===== src/rtl/div_share_arb_pkg.sv =====
// Shared types and helpers for the divider-sharing arbiter.
// State encoding is fixed so the FSM can be decoded from a waveform by its raw value.
package div_share_arb_pkg;

  typedef enum logic [1:0] {
    S_IDLE  = 2'd0,
    S_ISSUE = 2'd1,
    S_WAIT  = 2'd2,
    S_RESP  = 2'd3
  } state_t;

  localparam int DEF_WIDTH   = 8;
  localparam int DEF_N_REQ   = 4;
  localparam int DEF_TIMEOUT = 64;

  // Next requester index after idx, wrapping at n (n need not be a power of two).
  function automatic int wrap_inc(input int idx, input int n);
    return (idx + 1 >= n) ? 0 : idx + 1;
  endfunction

endpackage


===== src/rtl/rr_arb_pick.sv =====
// Combinational round-robin selector: first set request at or after ptr, wrapping.
module rr_arb_pick #(
  parameter  int N_REQ = 4,
  localparam int IW    = $clog2(N_REQ)
) (
  input  logic [N_REQ-1:0] req,
  input  logic [IW-1:0]    ptr,
  output logic [IW-1:0]    grant,
  output logic             any_valid
);

  // Scan from the farthest offset back to ptr so the closest match wins last.
  always_comb begin
    int idx;
    grant     = '0;
    any_valid = 1'b0;
    idx       = 0;
    for (int i = N_REQ - 1; i >= 0; i--) begin
      idx = int'(ptr) + i;
      if (idx >= N_REQ) idx = idx - N_REQ;
      if (req[IW'(idx)]) begin
        grant     = IW'(idx);
        any_valid = 1'b1;
      end
    end
  end

endmodule


===== src/rtl/div_share_arb.sv =====
// Round-robin sequencer sharing one req/ack divider among N_REQ requesters,
// with divide-by-zero bypass and a timeout for a divider that never answers.
module div_share_arb
  import div_share_arb_pkg::*;
#(
  parameter  int WIDTH   = DEF_WIDTH,
  parameter  int N_REQ   = DEF_N_REQ,
  parameter  int TIMEOUT = DEF_TIMEOUT,
  localparam int IW      = $clog2(N_REQ),
  localparam int DW      = 2 * WIDTH
) (
  input  logic                clk,
  input  logic                rst_n,
  input  logic [N_REQ-1:0]    req,
  input  logic [N_REQ*DW-1:0] data_req,
  output logic [N_REQ-1:0]    ack,
  output logic [DW-1:0]       data_ack,
  output logic                err,
  output logic                busy,
  output logic [IW-1:0]       grant_id,
  output logic                div_req,
  output logic [DW-1:0]       div_data_req,
  input  logic                div_ack,
  input  logic [DW-1:0]       div_data_ack
);

  localparam int TW = $clog2(TIMEOUT + 1);

  state_t            state, state_next;
  logic [IW-1:0]     ptr;
  logic [TW-1:0]     timer;
  logic [IW-1:0]     pick;
  logic              any_valid;
  logic [DW-1:0]     pick_data;
  logic [WIDTH-1:0]  pick_a, pick_b;
  logic [N_REQ-1:0]  pick_onehot, grant_onehot;
  logic              expire;

  rr_arb_pick #(.N_REQ(N_REQ)) u_pick (
    .req       (req),
    .ptr       (ptr),
    .grant     (pick),
    .any_valid (any_valid)
  );

  always_comb begin
    pick_data = '0;
    for (int i = 0; i < N_REQ; i++) begin
      if (pick == IW'(i)) pick_data = data_req[i*DW +: DW];
    end
    pick_a       = pick_data[DW-1:WIDTH];
    pick_b       = pick_data[WIDTH-1:0];
    pick_onehot  = N_REQ'(1) << pick;
    grant_onehot = N_REQ'(1) << grant_id;
    // Timer holds cycles already spent in WAIT, so this is the TIMEOUT-th cycle.
    expire       = (timer == TW'(TIMEOUT - 1));
  end

  always_ff @(posedge clk or negedge rst_n) begin
    if (!rst_n) state <= S_IDLE;
    else        state <= state_next;
  end

  always_comb begin
    state_next = state;
    case (state)
      S_IDLE:  if (any_valid) state_next = (pick_b == '0) ? S_RESP : S_ISSUE;
      S_ISSUE: state_next = S_WAIT;
      S_WAIT:  if (div_ack || expire) state_next = S_RESP;
      S_RESP:  state_next = S_IDLE;
      default: state_next = S_IDLE;
    endcase
  end

  // ack and div_req are single-cycle pulses; results and operands hold until replaced.
  always_ff @(posedge clk or negedge rst_n) begin
    if (!rst_n) begin
      ack          <= '0;
      data_ack     <= '0;
      err          <= 1'b0;
      busy         <= 1'b0;
      grant_id     <= '0;
      div_req      <= 1'b0;
      div_data_req <= '0;
      ptr          <= '0;
      timer        <= '0;
    end else begin
      busy    <= (state_next != S_IDLE);
      ack     <= '0;
      div_req <= 1'b0;
      case (state)
        S_IDLE: begin
          if (any_valid) begin
            grant_id <= pick;
            if (pick_b == '0) begin
              data_ack <= {pick_a, {WIDTH{1'b1}}};
              err      <= 1'b1;
              ack      <= pick_onehot;
            end else begin
              div_req      <= 1'b1;
              div_data_req <= pick_data;
            end
          end
        end
        S_ISSUE: timer <= '0;
        S_WAIT: begin
          timer <= timer + TW'(1);
          if (div_ack) begin
            data_ack <= div_data_ack;
            err      <= 1'b0;
            ack      <= grant_onehot;
          end else if (expire) begin
            data_ack <= '0;
            err      <= 1'b1;
            ack      <= grant_onehot;
          end
        end
        S_RESP: ptr <= IW'(wrap_inc(int'(grant_id), N_REQ));
        default: ;
      endcase
    end
  end

endmodule

===== config.mk =====
export PLATFORM = sky130hd
export DESIGN_NAME = div_share_arb
export DESIGN_NICKNAME = d
export VERILOG_FILES = /design/src/rtl/div_share_arb_pkg.sv /design/src/rtl/rr_arb_pick.sv /design/src/rtl/div_share_arb.sv
export SDC_FILE = /design/constraint.sdc
export NUM_CORES = 1
export LEC_CHECK = 0
export BUFFER_PORTS_ARGS = -buffer_cell sky130_fd_sc_hd__buf_2
export CORE_MARGIN = 10
export CORE_UTILIZATION = 40
export CTS_BUF_LIST = sky130_fd_sc_hd__clkbuf_16
export CTS_CLUSTER_DIAMETER = 40
export DETAILED_ROUTE_END_ITERATION = 6
export PLACE_DENSITY = 0.8
export SYNTH_ARGS = -nofsm -noshare
export SYNTH_HDL_FRONTEND = slang
export SYNTH_HIERARCHICAL = 1
export SYNTH_SLANG_ARGS = --single-unit

===== constraint.sdc =====
create_clock -name clk -period 8.35 [get_ports clk]
set_input_delay 1.67 -clock clk [delete_from_list [all_inputs] [get_ports clk]]
set_output_delay 1.67 -clock clk [all_outputs]
set_load 0.02 [all_outputs]

## Word-level counts from Yosys, hierarchy flattened

Cells that the tools add are included.

| operators by class | value |
|---|---|
| add/sub/neg operators | 9 |
| multipliers | 0 |
| div/mod/pow operators | 0 |
| order comparisons | 9 |
| equality and inequality tests | 10 |
| shift-type cells | 2 |
| mux-type cells | 52 |
| bitwise gates (word level) | 1 |
| reduce and logical (&&, ||, !) cells | 10 |

Operators by type and width:

| kind | count |
|---|---|
| $mux 16 | 8 |
| $pmux 16 s2 | 1 |
| $mux 2 | 12 |
| $mux 1 | 19 |
| $lt 2x4->1 const B | 4 |
| $mux 4 | 4 |
| $pmux 7 s2 | 1 |
| $ge 3x3->1 const B | 4 |
| $bmux 1 s2 | 4 |
| $eq 2x2->1 const B | 4 |
| $logic_not 8->1 | 1 |
| $pmux 2 s4 | 1 |
| $pmux 4 s2 | 1 |
| $shl 1x2->4 const A | 2 |
| $sub 2x1->2 const B | 4 |
| $add 7x1->7 const B | 1 |
| $eq 7x6->1 const B | 1 |
| $add 2x1->3 const B | 2 |
| $add 2x2->3 const B | 2 |
| $reduce_bool 2->1 | 3 |
| $eq 2x1->1 const B | 2 |
| $logic_not 2->1 | 2 |
| $ne 2x2->1 const B | 2 |
| $reduce_and 4->1 | 1 |
| other kinds (7) | 7 |

| storage, ports and cells | value |
|---|---|
| bits in registers | 52 |
| bits in latches | 0 |
| memory bits (writable) | 0 |
| ROM bits | 0 |
| logic and storage cells | 103 |
| memories | 0 |

## Logic depth before layout (Yosys ltp)

| depth | value |
|---|---|
| depth in word-level cells | 20 |
| gate-level depth with buffers | 10 |
| mapped depth without buffers | 8 |

## Cells and area by module

Netlist, hierarchy kept.

By module, submodules not included:

| module | times used | cells each | area each (um2) | sequential area each (um2) |
|---|---|---|---|---|
| div_share_arb | 1 | 236 | 2758.9 | 1301.2 |
| rr_arb_pick | 1 | 13 | 77.6 | 0.0 |

## Worst setup path before layout

OpenSTA, ideal clock, no wires.

| timing path | value |
|---|---|
| path type | input -> register |
| start | input port req[3] |
| end | register data_ack[15] |
| library setup time | 0.127 ns |
| arrival time | 4.068 ns |
| required time | 8.223 ns |
| setup slack | 4.155 ns |
| stages on the path | 9 |
| buffers on the path | 2 |
| cells stage by stage | mux2i_1 > a211oi_2 > buf_2 > mux4_2 > nor4_2 > nand3_1 > a21oi_4 > buf_6 > mux2_1 |

| between the ends | value |
|---|---|
| word-level cells in the longest chain between the ends | 15 |
| elaborated cells on any way between the ends | 35 |
| classes of those cells | eq/ne: 5; mux: 27; reduce/logical: 3 |

RTL lines:

| element | line | RTL |
|---|---|---|
| start, declared | div_share_arb.sv:14 | `input logic [N_REQ-1:0] req,` |
| $bmux 1 s2 | rr_arb_pick.sv:21 | `if (req[IW'(idx)]) begin` |
| $mux 1 (implied by the code) (2 in a row) | rr_arb_pick.sv:21 |  |
| $mux 2 (3 in a row) | rr_arb_pick.sv:21 |  |
| $mux 2 (*) | rr_arb_pick.sv:21 |  |
| net pick[0] | div_share_arb.sv:32 | `logic [IW-1:0] pick;` |
| $logic_not 2->1 | div_share_arb.sv:49 | `if (pick == IW'(i)) pick_data = data_req[i*DW +: DW];` |
| $mux 16 (3 in a row) | div_share_arb.sv:49 |  |
| $mux 16 (*) | div_share_arb.sv:49 |  |
| $logic_not 8->1 or $mux 16 (tied branches) | div_share_arb.sv:95 | `if (pick_b == '0) begin` |
| $ne 2x2->1 (no source line) or $mux 16 (tied branches) | - |  |
| $reduce_and 4->1 (no source line) or $pmux 16 s2 (tied branches) | - |  |
| end signal, assigned | div_share_arb.sv:96 | `data_ack <= {pick_a, {WIDTH{1'b1}}};` |
| end signal, assigned | div_share_arb.sv:109 | `data_ack <= div_data_ack;` |
| end, declared | div_share_arb.sv:17 | `output logic [DW-1:0] data_ack,` |

The timed path passes the listed nets; every way through them passes the cells marked *. The select of a mux whose other input is x is not followed.
A chain may end at the register's enable or synchronous reset.

## Final worst setup path

| timing path | value |
|---|---|
| start | input port req[3] |
| end | register data_ack[13] |

Same word-level chain as after synthesis.

==> results.ini <==
[routing]
wl_per_cell_microns=16.8
vias_per_cell=5.03
wirelength_microns=7880
vias=2364
drt_iter0_markers=87
drcViolationCount=0
ant_nets=0
dr.pass1.iters=4

[finish]
multi_input_area_sq_um=1410
seqCellArea_sq_um=1300
final_cells=470
drive_gt1_frac=0.495
n_antenna_cell=0
areaGrowthSynthToFinish_pct=31.1
nNetsFinal=468
fillerInstances=627

[die]
coreArea_sq_um=6830
dieWidth_microns=104
dieArea_sq_um=10900
start_util=0.415
fp.dieH_microns=104
num_io_pins=128
placementRows=30

[sta]
setup_tns_ns=0
skew_ns=0.00550
setup_violations=0
slew_violations=0
timing.fmax_mhz=221
hold_violations=0
min_period_over_period=0.542
setup_ws_ns=3.83
holdWs_ns=0.488
finalCriticalPeriod_ns=4.52
worst_slew_pin_slew_ns=0.930
maxSlewHeadroom=0.380
rsz0062_at_grt=false

[logic_synthesis]
synth_common_cells=52 x dfrtp_1, 39 x nand2_1, 25 x mux2_2, 23 x o21ai_0, 20 x inv_1
synth.mux.area_fraction=0.266
yosysMostFrequentCell=dfrtp_1
synth_fa_ha_area_frac=0.0353
synth-xor-area-share=0.00309
synth-seq-cells=52
synth-simple-area-share=0.105
syn_area_sq_um=2840
syn_nets=344
yosysSeqAreaShare=0.459
async_reset_ff_frac=1.00
netlist.area_leader.share=0.459
netlist-cell-type-count=34
synth_area_per_cell_sq_um=11.4
synth_compound_area_frac=0.0847
ys.flop_type=dfrtp_1
yosys.area.top_type=dfrtp_1
synth_top_family_by_area=multiplexers
synth_edf_count=0
synth-warning-count=6
syn_inst=249
synthTopCellsByArea=dfrtp_1 46%, mux4_2 13%, mux2_2 9.9%, nand2_1 5.2%, o21ai_0 4.1%

[power_and_ir_drop]
p_leak_nw=1.74
power_per_cell_area_nw_per_um2=360
peakVddDrop_mv=0.168

[run]
maxCapViolCount=0

[status]
status=complete, no violations

[hold_path]
hold_end=data_ack[1]$_DFFE_PN0P_
hp-start=data_ack[1]$_DFFE_PN0P_
min_path_cells=1
hp-class=flip-flop to flip-flop

[global_route]
grt_pass1_wl_microns=13100
overflow=0
use_met2=0.255
grt_max_degree=53
grt_pass1_vias=2695
gr-usage-met1=0.162
antenna_found_initial=0
groute.layer.met3.usage=0.0514
grt.busiest_layer=met2
grt_use_total=0.146

[setup_path]
required_ns=8.52
path_class=primary input to flip-flop
cp_cell_sequence=buf_2 > mux2i_1 > a211oi_4 > buf_4 > mux4_2 > nor4_2 > nand3_1 > a21oi_4 > mux2_2
crit_arrival_ns=4.70
path_max_fanout=19
critPathLaunchType=primary input
path_buf_inv=2
worst_r2r_path_depth=8
regToRegSetupSlack_ns=4.79
crit_path_top_delay_cell=mux4_2
end_kind=flip-flop
r2r_end=data_ack[13]$_DFFE_PN0P_
startpoint=req[3]
slowest_delay_ns=0.58
path_delay_family=multiplexers
r2r-start=ptr[1]$_DFFE_PN0N_

[clock_network]
cts_tree=built
clkTransAtPathRegs_ns=0.07
numCtsBuffers=5
clkLatencyLatePin_ns=0.29
ctsResizeCount=0
clockBufferDepth=2
hold_buffers=0
post_cts_buffers=0
clock-sinks=52
cts-htree-levels=2
cts-root-buf=clkbuf_16

[place]
dp_cells=462
pre_cts_ws_ns=3.50
gp_congestion=0.765
io_buffers=127
dp_hpwl_microns=6380

## worst register-to-register path: stages, from the launching register on
cell and delay [ns]:
dfrtp_1 0.45, mux2i_1 0.18, a211oi_4 0.25, buf_4 0.35, mux4_2 0.59, nor4_2 0.47
nand3_1 0.23, a21oi_4 0.52, mux2_2 0.40
## state kept, by name, summed over array words and instances, names as in the netlist
signal        cells
grant_id          2
div_data_req     16
div_req           1
timer             7
state             2
ptr               2
ack               4
data_ack         16
busy              1
err               1
## cells by family after synthesis
kind of cell	count (synthesis)
AO/OA/AOI/OAI	39
XOR/XNOR	1
adder cells (fa/ha/maj)	8
buffers and inverters	33
flip-flops	52
multiplexers	51
AND/OR/NAND/NOR	65
## through the flow
step / utilization / total power, mW / area (sq um)
after global placement: 0.522 / 1.13 / 3570
after floorplan: - / 0.935 / 2840
after CTS: 0.544 / 1.36 / 3720
after global routing: 0.544 / 1.44 / 3720
final: 0.544 / 1.34 / 3720
after detailed placement: 0.522 / 1.15 / 3570
## layout by cell type (no fill, tap or decap), types with 2 or more instances in the layout
master and count:
buf_2 127, dfrtp_1 52, nand2_1 39, mux2_2 25
o21ai_0 23, inv_1 20, mux4_2 16, mux2_1 9
ha_1 8, nor2_1 7, o31ai_1 6, clkbuf_16 5
nand4_1 4, nand3_1 4, nand2b_1 3, buf_4 3
nor4_2 2, a21oi_1 2, clkinvlp_4 2
## worst max path at each step
stage          slack, ns                        to  cells after the start
2_1_floorplan       4.15  data_ack[15]$_DFFE_PN0P_                      9
3_3_place_gp        3.65   data_ack[0]$_DFFE_PN0P_                      9
3_5_place_dp        3.50  data_ack[13]$_DFFE_PN0P_                      9
4_1_cts             3.82  data_ack[13]$_DFFE_PN0P_                      9
5_1_grt             3.63   data_ack[0]$_DFFE_PN0P_                      9
6_report            3.83  data_ack[13]$_DFFE_PN0P_                      9
## power breakdown
part | switching [mW] | internal (mW) | total (mW) | leakage (nW)
Sequential | 0.0637 | 0.358 | 0.421 | 0.623
Combinational | 0.400 | 0.313 | 0.713 | 1.05
Clock | 0.0927 | 0.113 | 0.206 | 0.0680
Total | 0.556 | 0.784 | 1.34 | 1.74
## cell type report
class | instances | area share
Clock buffer | 5 | 0.0336
Sequential cell | 52 | 0.350
Multi-Input combinational cell | 164 | 0.380
Inverter | 20 | 0.0202
Timing Repair Buffer | 130 | 0.177
Tap cell | 96 | 0.0323
Clock inverter | 3 | 0.00707
## routing by layer
| metal | share of wire | up-vias |
|---|---|---|
| met5 | 0 | - |
| met4 | 0.011 | 0 |
| met3 | 0.081 | 6 |
| met2 | 0.50 | 94 |
| met1 | 0.41 | 1135 |
| li1 | - | 1129 |
Power figures use the tool's default switching activity.
